==> src/rtl/downlink_rx.sv <==
// Receive side of the AGC digital downlink. Resynchronises the DKSTRT/DKBSNC/DKEND
// strobes and DKDATA, samples one bit per bit-sync pulse, assembles 40-bit frames and
// hands them to the consumer through a single-entry holding register (valid/ready).
module downlink_rx #(
  parameter int unsigned SAMPLE_DLY = 3,
  parameter int unsigned NBITS      = 40
) (
  input  logic        clk,
  input  logic        rst_n,
  input  logic        dkstrt,
  input  logic        dkbsnc,
  input  logic        dkend,
  input  logic        dkdata,
  output logic        frame_valid,
  input  logic        frame_ready,
  output logic [15:0] word_a,
  output logic [15:0] word_b,
  output logic [7:0]  trailer,
  output logic        frame_err,
  output logic        overrun,
  input  logic        overrun_clr,
  output logic [15:0] frame_cnt
);

  localparam logic [3:0] DlyC   = 4'(SAMPLE_DLY);
  localparam logic [5:0] NbitsC = 6'(NBITS);

  typedef enum logic [1:0] {StIdle, StActive, StDeliver} state_e;

  // Synchroniser bit order: {dkdata, dkend, dkbsnc, dkstrt}
  logic [3:0]  sync1_q, sync1_d;
  logic [3:0]  sync2_q, sync2_d;
  logic [3:0]  sync3_q, sync3_d;
  logic [3:0]  tmr_q, tmr_d;
  logic        busy_q, busy_d;
  logic [39:0] shift_q, shift_d;
  logic [5:0]  bitcnt_q, bitcnt_d;
  state_e      state_q, state_d;
  logic [39:0] hold_q, hold_d;
  logic        valid_q, valid_d;
  logic        err_q, err_d;
  logic        overrun_q, overrun_d;
  logic [15:0] cnt_q, cnt_d;

  logic        strt_rise, bsnc_rise, end_rise, data_s;
  logic        sample_now, overrun_set;
  logic [39:0] shift_eff;
  logic [5:0]  cnt_eff;

  // Next-state logic: synchronisers, sample timer, frame FSM and holding register
  always_comb begin
    sync1_d     = {dkdata, dkend, dkbsnc, dkstrt};
    sync2_d     = sync1_q;
    sync3_d     = sync2_q;
    tmr_d       = tmr_q;
    busy_d      = busy_q;
    shift_d     = shift_q;
    bitcnt_d    = bitcnt_q;
    state_d     = state_q;
    hold_d      = hold_q;
    valid_d     = valid_q & ~frame_ready;
    err_d       = 1'b0;
    cnt_d       = cnt_q;
    overrun_set = 1'b0;
    sample_now  = 1'b0;

    strt_rise = sync2_q[0] & ~sync3_q[0];
    bsnc_rise = sync2_q[1] & ~sync3_q[1];
    end_rise  = sync2_q[2] & ~sync3_q[2];
    data_s    = sync2_q[3];

    // A fresh bit-sync rise always restarts the timer; a pending sample is dropped
    if (bsnc_rise) begin
      if (DlyC == 4'd0) begin
        sample_now = 1'b1;
        busy_d     = 1'b0;
      end else begin
        tmr_d  = DlyC;
        busy_d = 1'b1;
      end
    end else if (busy_q) begin
      if (tmr_q == 4'd1) begin
        sample_now = 1'b1;
        busy_d     = 1'b0;
      end else begin
        tmr_d = tmr_q - 4'd1;
      end
    end

    // Same-cycle sample is folded in before the DKEND bit-count check
    shift_eff = sample_now ? {shift_q[38:0], data_s} : shift_q;
    cnt_eff   = sample_now ? bitcnt_q + 6'd1 : bitcnt_q;

    unique case (state_q)
      StIdle: begin
        if (strt_rise) begin
          state_d  = StActive;
          shift_d  = '0;
          bitcnt_d = '0;
        end
      end
      StActive: begin
        shift_d  = shift_eff;
        bitcnt_d = cnt_eff;
        if (strt_rise) begin
          err_d    = 1'b1;
          shift_d  = '0;
          bitcnt_d = '0;
        end else if (sample_now && bitcnt_q == NbitsC) begin
          err_d   = 1'b1;
          state_d = StIdle;
        end else if (end_rise) begin
          if (cnt_eff == NbitsC) begin
            state_d = StDeliver;
          end else begin
            err_d   = 1'b1;
            state_d = StIdle;
          end
        end
      end
      StDeliver: begin
        state_d = StIdle;
        if (!valid_q || frame_ready) begin
          hold_d  = shift_q;
          valid_d = 1'b1;
          cnt_d   = cnt_q + 16'd1;
        end else begin
          overrun_set = 1'b1;
        end
      end
      default: state_d = StIdle;
    endcase

    overrun_d = (overrun_q & ~overrun_clr) | overrun_set;
  end

  // All state registers
  always_ff @(posedge clk or negedge rst_n) begin
    if (!rst_n) begin
      sync1_q   <= '0;
      sync2_q   <= '0;
      sync3_q   <= '0;
      tmr_q     <= '0;
      busy_q    <= 1'b0;
      shift_q   <= '0;
      bitcnt_q  <= '0;
      state_q   <= StIdle;
      hold_q    <= '0;
      valid_q   <= 1'b0;
      err_q     <= 1'b0;
      overrun_q <= 1'b0;
      cnt_q     <= '0;
    end else begin
      sync1_q   <= sync1_d;
      sync2_q   <= sync2_d;
      sync3_q   <= sync3_d;
      tmr_q     <= tmr_d;
      busy_q    <= busy_d;
      shift_q   <= shift_d;
      bitcnt_q  <= bitcnt_d;
      state_q   <= state_d;
      hold_q    <= hold_d;
      valid_q   <= valid_d;
      err_q     <= err_d;
      overrun_q <= overrun_d;
      cnt_q     <= cnt_d;
    end
  end

  assign frame_valid = valid_q;
  assign word_a      = hold_q[39:24];
  assign word_b      = hold_q[23:8];
  assign trailer     = hold_q[7:0];
  assign frame_err   = err_q;
  assign overrun     = overrun_q;
  assign frame_cnt   = cnt_q;

endmodule

==> config.mk <==
export PLATFORM = sky130hd
export DESIGN_NAME = downlink_rx
export DESIGN_NICKNAME = d
export VERILOG_FILES = /design/src/rtl/downlink_rx.sv
export SDC_FILE = /design/constraint.sdc
export NUM_CORES = 1
export LEC_CHECK = 0
export ABC_AREA = 1
export CORE_MARGIN = 3
export CORE_UTILIZATION = 50
export CTS_CLUSTER_SIZE = 40
export DETAILED_ROUTE_END_ITERATION = 10
export PLACE_DENSITY = 0.74
export REMOVE_ABC_BUFFERS = 1
export SETUP_SLACK_MARGIN = 0.1
export SKIP_CTS_REPAIR_TIMING = 1
export SYNTH_ARGS = -nofsm -noshare
export SYNTH_HDL_FRONTEND = slang
export SYNTH_SLANG_ARGS = --single-unit
==> constraint.sdc <==
create_clock -name clk -period 1.75 [get_ports clk]
set_input_delay 0.2625 -clock clk [delete_from_list [all_inputs] [get_ports clk]]
set_output_delay 0.2625 -clock clk [all_outputs]
set_load 0.05 [all_outputs]
==> results.ini <==
[run_status]
outcome = finished, final reports clean

[power_and_ir_drop]
peakVddDrop_mv = 0.634
pwr_density_cell_mw_per_mm2 = 1270
leakagePower_nw = 3.19

[routing]
wl_per_cell_um = 14.1
drt_pre_antenna_iters = 4
antenna_left = 0
routed-via-count = 3773
via_per_inst = 5.12
drt_iter0_drc = 219
wl_um = 10400
drc = 0

[die]
die_area_mm2 = 0.0112
die_w_um = 106
ios = 67
num_rows = 35
die_h_um = 106
design.core.area_mm2 = 0.00946
initial_core_util = 0.525

[timing]
tightest_slew_ns = 0.514
fin_ws_ns = 0.194
fin_crit_sh = 0.889
timing.fmax_mhz = 643
rsz0062_at_grt = true
holdWs_ns = 0.180
setup_viol = 0
drv_slew = 0
slew_headroom = 0.657
hold_viol_final = 0
min_period_ns = 1.56
fin_skew_ns = 0.0104
tns_ns = 0

[synthesis]
syn-cell-area_mm2 = 0.00497
synth_top_cell_by_area = dfrtp_1
ys_top_cells_by_area = dfrtp_1 (62%), o21ai_0 (9.0%), nand2_1 (6.9%)
ys_ff_latch = 123
yosysSeqAreaShare = 0.619
synth.yosys.warnings = 0
syn_inst = 509
synth_common_cells = dfrtp_1 (123), nand2_1 (91), o21ai_0 (89), inv_1 (69), nand3_1 (52)
synthFlopType = dfrtp_1
async_flop_share = 1.00
synth.most_common_cell = dfrtp_1
synth_top_area_share = 0.619
ys_types = 31
synth_edf_count = 0
avgSynthCellArea_um2 = 9.76

[clock_network]
clk_path_buf_depth = 2
cts_tree = built
cts_root_buf = clkbuf_8
h-tree-depth = 4
cts_made_buffers = 17
cts.sinks = 123
path_clk_slew_ns = 0.06
clk_latency_ns = 0.52

[placed_design]
port_buffers = 66
dp_hpwl_um = 6370
gp_congestion = 0.817
place_area_mm2 = 0.00577
dp_slack_ns = -0.0845

[final_layout]
multiInputGateArea_mm2 = 0.00157
design_area_mm2 = 0.00658
nFillCells = 721
diodes = 0
finalNetCount = 608
syn2layout_area_growth_pct = 32.4
final_util = 0.695
ff_latch_area_mm2 = 0.00308
final_layout_size_suffix_gt1_frac = 0.217

[worst_setup_path]
r2r_slack_ns = 0.19
cp_data_arrival_time_ns = 1.98
critical_path.max_stage_delay_ns = 0.41
startpoint_type = flip-flop
end_kind = flip-flop
cp_top_family = simple AND/OR/NAND/NOR gates
cp.required_ns = 2.17
path_max_fanout = 19
critPathBufInv = 2
r2r_start = tmr_q[3]$_DFFE_PN0P_
crit_chain = nor2_4 -> nand4_4 -> o21ai_4 -> buf_12 -> buf_16 -> nand3_1 -> o21ai_0
slowest_stage = dfrtp_1
r2r-end = shift_q[38]$_DFFE_PN0P_
r2r.worst_path.cells = 7
path_class = reg2reg

[grt]
grt_antenna_before_repair = 0
overflow = 0
grt_max_degree = 48
grt_pass1_vias = 3685
grt_pass1_wl_um = 17500
globalRouteTotalUtil = 0.194

[min_path]
min_path_cells = 1
min_from = dkbsnc
hold_class = in2reg
hold_end = sync1_q[1]$_DFF_PN0_

[flow_run]
maxCapViolCount = 0

## placed cells by master, fill, tap and decap left out, types with 7 or more instances in the layout
cell,netlist,layout
buf_4,4,67
buf_12,0,7
inv_1,69,67
nor2_1,15,14
dfrtp_1,123,122
xor2_1,7,7
clkbuf_16,0,18
o21ai_0,89,84
xnor2_1,9,9
nand3_1,52,52
nand2_1,91,90
## cell type report
type	count	area share
Clock buffer	18	0.0651
Sequential cell	123	0.468
Multi-Input combinational cell	295	0.239
Tap cell	129	0.0245
Clock inverter	14	0.0369
Timing Repair Buffer	87	0.126
Inverter	71	0.0405
## state kept, by name, summed over array words and instances, names as in the netlist, 2 cells and up
register	cells
bitcnt_q	6
frame_cnt	16
hold_q	40
shift_q	40
state_q	2
sync1_q	4
sync2_q	4
sync3_q	3
tmr_q	4
## power by group
part | total [W] | internal [W] | switching, W
clock network | 0.00393 | 0.00264 | 0.00129
logic | 0.00125 | 0.000439 | 0.000811
registers | 0.00317 | 0.00302 | 0.000149
## worst max path at each step
stage	start	endpoint	slack [ns]	cells past startpoint
after detailed placement	frame_ready	frame_cnt[13]$_DFFE_PN0P_	-0.08	10
after global routing	sync2_q[0]$_DFF_PN0_	shift_q[23]$_DFFE_PN0P_	0.07	9
after CTS	overrun$_DFF_PN0_	overrun	-0.21	1
after floorplan	tmr_q[1]$_DFFE_PN0P_	shift_q[0]$_DFFE_PN0P_	-0.77	5
after global placement	frame_ready	frame_cnt[13]$_DFFE_PN0P_	0.01	10
final	tmr_q[3]$_DFFE_PN0P_	shift_q[38]$_DFFE_PN0P_	0.19	7
## metrics by stage
step           total power (W)  cells
3_5_place_dp           0.00433    700
3_3_place_gp           0.00427    700
4_1_cts                0.00827    732
2_1_floorplan          0.00388    489
6_report               0.00836    737
5_1_grt                0.00869    737
## kinds of logic after synthesis
group	synth area share
XOR/XNOR	0.0282
AO/OA/AOI/OAI	0.102
AND/OR/NAND/NOR	0.164
buffers and inverters	0.0730
flip-flops	0.619
adder cells (fa/ha/maj)	0.0126
## layer usage
layer,part of all wire,track usage
met1,0.46,0.256
met5,0,0
met2,0.47,0.308
met3,0.054,0.0521
met4,0.012,0.0731
## worst register-to-register path: cells and delay by family, from the launching register on
kind	cells	cell delay, ns
DFF	1	0.41
buffers and inverters	2	0.32
AOI/OAI and AO/OA	2	0.31
and+or+nand+nor	3	0.43
Power figures use the tool's default switching activity.
